### src/rtl/axi_line_fill.sv
// axi_line_fill: fetches one cache line as a single AXI4 INCR read burst
// and presents the assembled line to a consumer. One fill in flight at a time.
`timescale 1ns/1ps
module axi_line_fill #(
  parameter int DATA_WIDTH = 32,
  parameter int ADDR_WIDTH = 16,
  parameter int ID_WIDTH   = 8,
  parameter int BEATS      = 8,
  parameter int FILL_ID    = 0
) (
  input  logic                        clk,
  input  logic                        rst,
  input  logic                        req_valid,
  output logic                        req_ready,
  input  logic [ADDR_WIDTH-1:0]       req_addr,
  output logic                        fill_valid,
  input  logic                        fill_ready,
  output logic [BEATS*DATA_WIDTH-1:0] fill_data,
  output logic                        fill_error,
  output logic [ID_WIDTH-1:0]         m_axi_arid,
  output logic [ADDR_WIDTH-1:0]       m_axi_araddr,
  output logic [7:0]                  m_axi_arlen,
  output logic [2:0]                  m_axi_arsize,
  output logic [1:0]                  m_axi_arburst,
  output logic                        m_axi_arlock,
  output logic [3:0]                  m_axi_arcache,
  output logic [2:0]                  m_axi_arprot,
  output logic                        m_axi_arvalid,
  input  logic                        m_axi_arready,
  input  logic [ID_WIDTH-1:0]         m_axi_rid,
  input  logic [DATA_WIDTH-1:0]       m_axi_rdata,
  input  logic [1:0]                  m_axi_rresp,
  input  logic                        m_axi_rlast,
  input  logic                        m_axi_rvalid,
  output logic                        m_axi_rready
);

  localparam int BYTES    = DATA_WIDTH / 8;
  localparam int OFF_BITS = $clog2(BEATS * BYTES);
  localparam int SIZE_LOG = $clog2(BYTES);
  localparam int CNT_W    = (BEATS > 1) ? $clog2(BEATS) : 1;
  localparam logic [CNT_W-1:0]      LAST_IDX  = CNT_W'(BEATS - 1);
  localparam logic [ADDR_WIDTH-1:0] OFF_MASK  = ADDR_WIDTH'((64'd1 << OFF_BITS) - 64'd1);
  localparam logic [ID_WIDTH-1:0]   FILL_ID_V = ID_WIDTH'(FILL_ID);

  // Parameter sanity: reject illegal line geometries at elaboration.
  if (BEATS < 1 || BEATS > 256 || (BEATS & (BEATS - 1)) != 0) begin : g_bad_beats
    $error("axi_line_fill: BEATS must be a power of two in 1..256");
  end
  if (DATA_WIDTH < 8 || (DATA_WIDTH % 8) != 0) begin : g_bad_width
    $error("axi_line_fill: DATA_WIDTH must be a non-zero multiple of 8");
  end

  typedef enum logic [1:0] {
    IDLE = 2'd0,
    ADDR = 2'd1,
    DATA = 2'd2,
    DONE = 2'd3
  } state_t;

  state_t                  state_r;
  state_t                  state_s;
  logic                    req_ready_r;
  logic                    arvalid_r;
  logic                    rready_r;
  logic                    fill_valid_r;
  logic [ADDR_WIDTH-1:0]   addr_r;
  logic [CNT_W-1:0]        beat_cnt_r;
  logic                    full_r;      // slot BEATS-1 already written; later beats are dropped
  logic                    err_r;
  logic [BEATS*DATA_WIDTH-1:0] line_r;

  logic req_hs_s;
  logic ar_hs_s;
  logic r_hs_s;
  logic fill_hs_s;
  logic beat_bad_s;

  assign req_hs_s  = req_valid & req_ready_r;
  assign ar_hs_s   = arvalid_r & m_axi_arready;
  assign r_hs_s    = m_axi_rvalid & rready_r;
  assign fill_hs_s = fill_valid_r & fill_ready;

  // A beat is bad on error response, foreign ID, early RLAST, or overrun.
  assign beat_bad_s = (m_axi_rresp != 2'b00) | (m_axi_rid != FILL_ID_V) |
                      (m_axi_rlast & (beat_cnt_r != LAST_IDX)) | full_r;

  // Next-state decode for the fill sequencer.
  always_comb begin
    state_s = state_r;
    case (state_r)
      IDLE: begin
        if (req_hs_s) state_s = ADDR;
        else          state_s = IDLE;
      end
      ADDR: begin
        if (ar_hs_s) state_s = DATA;
        else         state_s = ADDR;
      end
      DATA: begin
        if (r_hs_s && m_axi_rlast) state_s = DONE;
        else                       state_s = DATA;
      end
      DONE: begin
        if (fill_hs_s) state_s = IDLE;
        else           state_s = DONE;
      end
      default: state_s = IDLE;
    endcase
  end

  // State register plus handshake flags registered from the next state.
  always_ff @(posedge clk or posedge rst) begin
    if (rst) begin
      state_r      <= IDLE;
      req_ready_r  <= 1'b1;
      arvalid_r    <= 1'b0;
      rready_r     <= 1'b0;
      fill_valid_r <= 1'b0;
    end else begin
      state_r      <= state_s;
      req_ready_r  <= (state_s == IDLE);
      arvalid_r    <= (state_s == ADDR);
      rready_r     <= (state_s == DATA);
      fill_valid_r <= (state_s == DONE);
    end
  end

  // Datapath: address capture, beat storage, saturating counter, sticky error.
  always_ff @(posedge clk or posedge rst) begin
    if (rst) begin
      addr_r     <= '0;
      beat_cnt_r <= '0;
      full_r     <= 1'b0;
      err_r      <= 1'b0;
      line_r     <= '0;
    end else if (req_hs_s) begin
      addr_r     <= req_addr & ~OFF_MASK;
      beat_cnt_r <= '0;
      full_r     <= 1'b0;
      err_r      <= 1'b0;
    end else if (r_hs_s) begin
      if (beat_bad_s) begin
        err_r <= 1'b1;
      end
      if (!full_r) begin
        line_r[beat_cnt_r*DATA_WIDTH +: DATA_WIDTH] <= m_axi_rdata;
        if (beat_cnt_r == LAST_IDX) begin
          full_r <= 1'b1;
        end else begin
          beat_cnt_r <= beat_cnt_r + CNT_W'(1);
        end
      end
    end
  end

  assign req_ready     = req_ready_r;
  assign fill_valid    = fill_valid_r;
  assign fill_data     = line_r;
  assign fill_error    = err_r;
  assign m_axi_arvalid = arvalid_r;
  assign m_axi_rready  = rready_r;
  assign m_axi_araddr  = addr_r;
  assign m_axi_arid    = FILL_ID_V;
  assign m_axi_arlen   = 8'(BEATS - 1);
  assign m_axi_arsize  = 3'(SIZE_LOG);
  assign m_axi_arburst = 2'b01;
  assign m_axi_arlock  = 1'b0;
  assign m_axi_arcache = 4'b0011;
  assign m_axi_arprot  = 3'b000;

endmodule

### config.mk
export PLATFORM = sky130hd
export DESIGN_NAME = axi_line_fill
export DESIGN_NICKNAME = d
export VERILOG_FILES = /design/src/rtl/axi_line_fill.sv
export SDC_FILE = /design/constraint.sdc
export NUM_CORES = 1
export LEC_CHECK = 0
export ABC_AREA = 1
export CORE_MARGIN = 1
export CORE_UTILIZATION = 48
export DETAILED_ROUTE_END_ITERATION = 16
export HOLD_SLACK_MARGIN = 0.15
export PLACE_DENSITY = 0.81
export SLEW_MARGIN = 20
export SYNTH_ARGS = -nofsm -noshare
export SYNTH_HDL_FRONTEND = slang
export SYNTH_SLANG_ARGS = --single-unit
### constraint.sdc
create_clock -name clk -period 12.7 [get_ports clk]
set_input_delay 1.905 -clock clk [delete_from_list [all_inputs] [get_ports clk]]
set_output_delay 1.905 -clock clk [all_outputs]
set_load 0.01 [all_outputs]
; ---- Word-level counts from Yosys, hierarchy flattened
; Index checks and enable logic that the tools add are counted.
[classes]
addsub = 2
n_eq_ne = 10
shifts = 2
mux = 17
n_bitwise = 10
n_reduce_logical = 10
[op_table]
columns = operator, count
row1 = $bwmux W256, 1
row2 = $shift A32 B34 Y256 const A, 1
row3 = $shiftx A32 B34 Y256, 1
row4 = $neg A8 Y34, 1
row5 = $mux W3, 4
row6 = $mux W1, 9
row7 = $eq A2 B2 Y1 const B, 4
row8 = $pmux W2 S4, 1
row9 = $reduce_bool A8 Y1, 1
row10 = $reduce_and A3 Y1, 2
row11 = $reduce_bool A2 Y1, 3
row12 = $and A1 B1 Y1, 5
row13 = $eq A2 B1 Y1 const B, 2
row14 = $logic_not A2 Y1, 2
row15 = $mux W2, 2
row16 = $add A3 B1 Y3 const B, 1
row17 = $eq A3 B3 Y1 const B, 1
row18 = $ne A3 B3 Y1 const B, 1
row19 = $or A1 B1 Y1, 3
row20 = $ne A2 B1 Y1 const B, 1
row21 = $ne A2 B2 Y1 const B, 1
row22 = $not A1 Y1, 2
row23 = $reduce_and A2 Y1, 1
row24 = $logic_and A1 B1 Y1, 1
[totals]
ff_bits = 278
inputBits = 65
output_inout_bits = 306
word_cells = 61

; ---- Depth between registers and ports, before layout
[depth]
depth_word = 7
ltp_mapped = 11
depth_no_buf = 10

; ---- Worst setup path after synthesis
; OpenSTA, ideal clock, no wires.
[synth_timing]
path_kind = input to register
startpoint = input port m_axi_rvalid
endpoint = register line_r[232], in the netlist fill_data[232]
arrival_time_ns = 2.736
setup_slack_ns = 9.834
stages = 8
cell_sequence = nand2_1 inv_2 nand3_2 inv_2 nand2_1 buf_2 nand2_1 o21ai_0
[synth_between]
elab_chain_cells = 2
[synth_rtl]
columns = item, line_no
row1 = start: declaration, 34  ; input logic m_axi_rvalid,
row2 = $and A1 B1 Y1, 81  ; assign r_hs_s = m_axi_rvalid & rready_r;
row3 = $reduce_and A3 Y1 (no source line), --
row4 = end signal: indexed assignment, 147  ; line_r[beat_cnt_r*DATA_WIDTH +: DATA_WIDTH] <= m_axi_rdata;
row5 = end: declaration, 71  ; logic [BEATS*DATA_WIDTH-1:0] line_r;
; Every way passes these cells.
; A chain may end at the register's enable or synchronous reset.

; ---- Final worst setup path
[layout_timing]
startpoint = register beat_cnt_r[0]
endpoint = register line_r[3], in the netlist fill_data[3]
[layout_between]
elab_chain_cells = 3
[layout_rtl]
columns = item, line_no
row1 = start: declaration, 68  ; logic [CNT_W-1:0] beat_cnt_r;
row2 = start signal: assignment, 151  ; beat_cnt_r <= beat_cnt_r + CNT_W'(1);
row3 = $neg A8 Y34 *, 147
row4 = $shiftx A32 B34 Y256 / $shift A32 B34 Y256 (equally long branches), 147
row5 = $bwmux W256 *, 147
; Every way passes the cells marked *; elsewhere a longest branch is shown, timed or not.

==> out/qor.csv <==
metric;value;unit
status;completed;
Clock Path Buffers;3;
critical path class;reg2reg;
initial antenna violation count;0;
CP max FO;70;
synthesized instance count;1453;
Max Cap Viol;0;
CTS tree;yes;
routability cong.;0.817;
fin crit share;38.3;%
overall global routing resource usage;30.8;%
number of I/O pins;371;
first-pass GRT wire length;63.5;mm
hold buffer count at CTS;0;
# DRC;0;
# Post-CTS Setup Buffers;0;
Hold Crit Class;reg2reg;
Synth area leaders;dfrtp_1 (56%), nand2_1 (16%), nand3_1 (8.5%);
register area share after synthesis;56.3;%
antenna cells;0;
Post-CTS Resized;0;
Post-synth top flop;dfrtp_1;
Starting DRT DRC Count;980;
fin crit period;4870;ps
FP Rows;58;
total negative slack;0;ps
Reg clk slew, reported paths;60;ps
die width;163;um
clk_lat worst skew;550;ps
Slew Limit Fails;0;
post-layout util;65.7;%
largest net degree at the start of global routing;123;
Final nets;1790;
Peak Freq;205;MHz
reg-to-reg endpoint;fill_data[3]$_DFFE_PP0P_;
Starting Density;49.0;%
Core ar.;25300;um^2
RSZ-0062 raised after global routing;false;
Post-DP HPWL;25.9;mm
clock skew;6.72;ps
port buffer count;331;
yosys warns;0;
Worst R2R Path Depth;12;
Die Y;163;um
Setup violations, final;0;
clk sinks;278;
synth-to-layout area growth;34.2;%
Commonest cells post-synth;nand2_1 (514), dfrtp_1 (277), nand3_1 (211), nor2_1 (83), o21ai_0 (65);
Seq cells post-synth;278;
critical path endpoint category;register;
worst slew pin tran;1000;ps
leakage;8.05;nW
largest area contributor in the netlist;dfrtp_1;
first drt pass iteration count;5;
final cell area excluding filler cells;16600;um^2
Worst Path Required;13140;ps
top-count cell post-synth;nand2_1;
power density over the cells;207;nW/um^2
total congestion overflow;0;
RR Startpoint;beat_cnt_r[0]$_DFFE_PP0P_;
share of layout cells above drive strength 1;4.94;%
post-synth top area share;56.0;%
syn_area_per_cell;8.51;um^2
WP data arrival;5300;ps
reg2reg setup slack;7830;ps
worst hold start;fill_data[147]$_DFFE_PP0P_;
Avg WL per Cell;19.5;um
Final Hold Fails;0;
root buf cell;clkbuf_16;
Netlist cell types;20;
vias per cell;5.60;
synthesized area;12400;um^2
via count;11600;
Routed Antenna Nets;0;
startpoint types;register;
vias in the first global route;11300;
Max VDD drop;0.192;mV
Inserted Clock Buffers;29;
Slew headroom;33.0;%
ys async rst share;100;%
number of synthesized flops with an enable pin;0;
Worst Hold Path Cells;2;
hold-critical path endpoint;fill_data[147]$_DFFE_PP0P_;
dpl cell area;15700;um^2
H-Tree Depth;1;
die area;26400;um^2
Post-Route WL;40.3;mm
Hold Slack;470;ps
cells in the final DEF, fill, tap and decap left out, types with 2 or more instances in the layout:
master           netlist  routed
clkdlybuf4s50_1        0     331
clkbuf_1              63       6
clkinvlp_4             0       3
conb_1                 2      34
clkbuf_8               0       7
nand2_1              514     509
nor2_1                83      82
nand3b_1              61      61
clkinv_2               0       7
nor2_4                 1       2
o21ai_0               65      65
ha_1                   7       7
nand4_1               62      62
nand3_2                2       2
inv_2                  5       4
nand3_1              211     211
clkbuf_16              0      29
inv_1                 11      10
buf_4                 36      18
dfrtp_1              277     276
nand2_2                0       4
registers in the layout, indices dropped and copies added (netlist names):
| register | count |
|---|---|
| m_axi_arvalid | 1 |
| full_r | 1 |
| state_r | 2 |
| fill_data | 256 |
| fill_valid | 1 |
| fill_error | 1 |
| req_ready | 1 |
| m_axi_araddr | 11 |
| m_axi_rready | 1 |
| beat_cnt_r | 3 |
report_power, final:
part / leakage, nW / internal, W / total [W] / switching [W]
Sequential: 3.84 / 0.00108 / 0.00119 / 0.000117
Clock: 0.461 / 0.000481 / 0.000838 / 0.000357
Combinational: 3.75 / 0.000517 / 0.00140 / 0.000887
Total: 8.05 / 0.00207 / 0.00343 / 0.00136
area by class of cell:
| type | count | area [um^2] |
|---|---|---|
| Clock buffer | 42 | 845 |
| Clock inverter | 12 | 96.3 |
| Fill cell | 2063 | 8650 |
| Inverter | 16 | 70.1 |
| Multi-Input combinational cell | 1043 | 4760 |
| Sequential cell | 278 | 6960 |
| Tap cell | 330 | 413 |
| Timing Repair Buffer | 350 | 3460 |
critical path, cell delays in order, from the launching register on:
cell and delay (ps):
dfrtp_2 400, inv_2 40, buf_4 630, ha_1 360
buf_4 260, inv_2 80, buf_4 680, nand3_1 250
nor2_4 750, nand2_1 660, buf_4 410, nand2_1 90
nand2_1 40
worst max path at each step:
| stage | from | cells after the start | endpoint |
|---|---|---|---|
| after detailed placement | req_valid | 9 | fill_data[79]$_DFFE_PP0P_ |
| after global placement | req_valid | 8 | fill_data[158]$_DFFE_PP0P_ |
| final | beat_cnt_r[0]$_DFFE_PP0P_ | 12 | fill_data[3]$_DFFE_PP0P_ |
| after global routing | beat_cnt_r[0]$_DFFE_PP0P_ | 12 | fill_data[6]$_DFFE_PP0P_ |
| after floorplan | rst | 1 | beat_cnt_r[0]$_DFFE_PP0P_ |
| after CTS | beat_cnt_r[0]$_DFFE_PP0P_ | 12 | fill_data[3]$_DFFE_PP0P_ |
logic make-up (layout without fill, tap and decap cells):
logic type / count (synthesis) / after routing / share of synthesized area, %
compound gates: 65 / 65 / 2.63
fa+ha+maj: 7 / 7 / 0.708
flops: 278 / 278 / 56.3
buf+inv: 164 / 420 / 6.46
other cells: 2 / 34 / 0.0607
simple gates: 937 / 937 / 33.9
stage by stage:
stage / worst slack (ps) / power [W] / cells
after detailed placement: 7790 / 0.00259 / 2017
after floorplan: 3130 / 0.00195 / 1485
after global placement: 7580 / 0.00256 / 2017
after global routing: 7490 / 0.00362 / 2071
after CTS: 7900 / 0.00344 / 2071
final: 7830 / 0.00343 / 2071
layer usage:
metal / global-route usage (%) / part of all wire (%) / up-vias
li1: - / - / 5227
met1: 39.3 / 38 / 5640
met2: 50.3 / 48 / 613
met3: 5.70 / 8.8 / 125
met4: 15.4 / 5.4 / 0
met5: 0 / 0 / -
No activity file was read; power rests on OpenSTA's default activity.
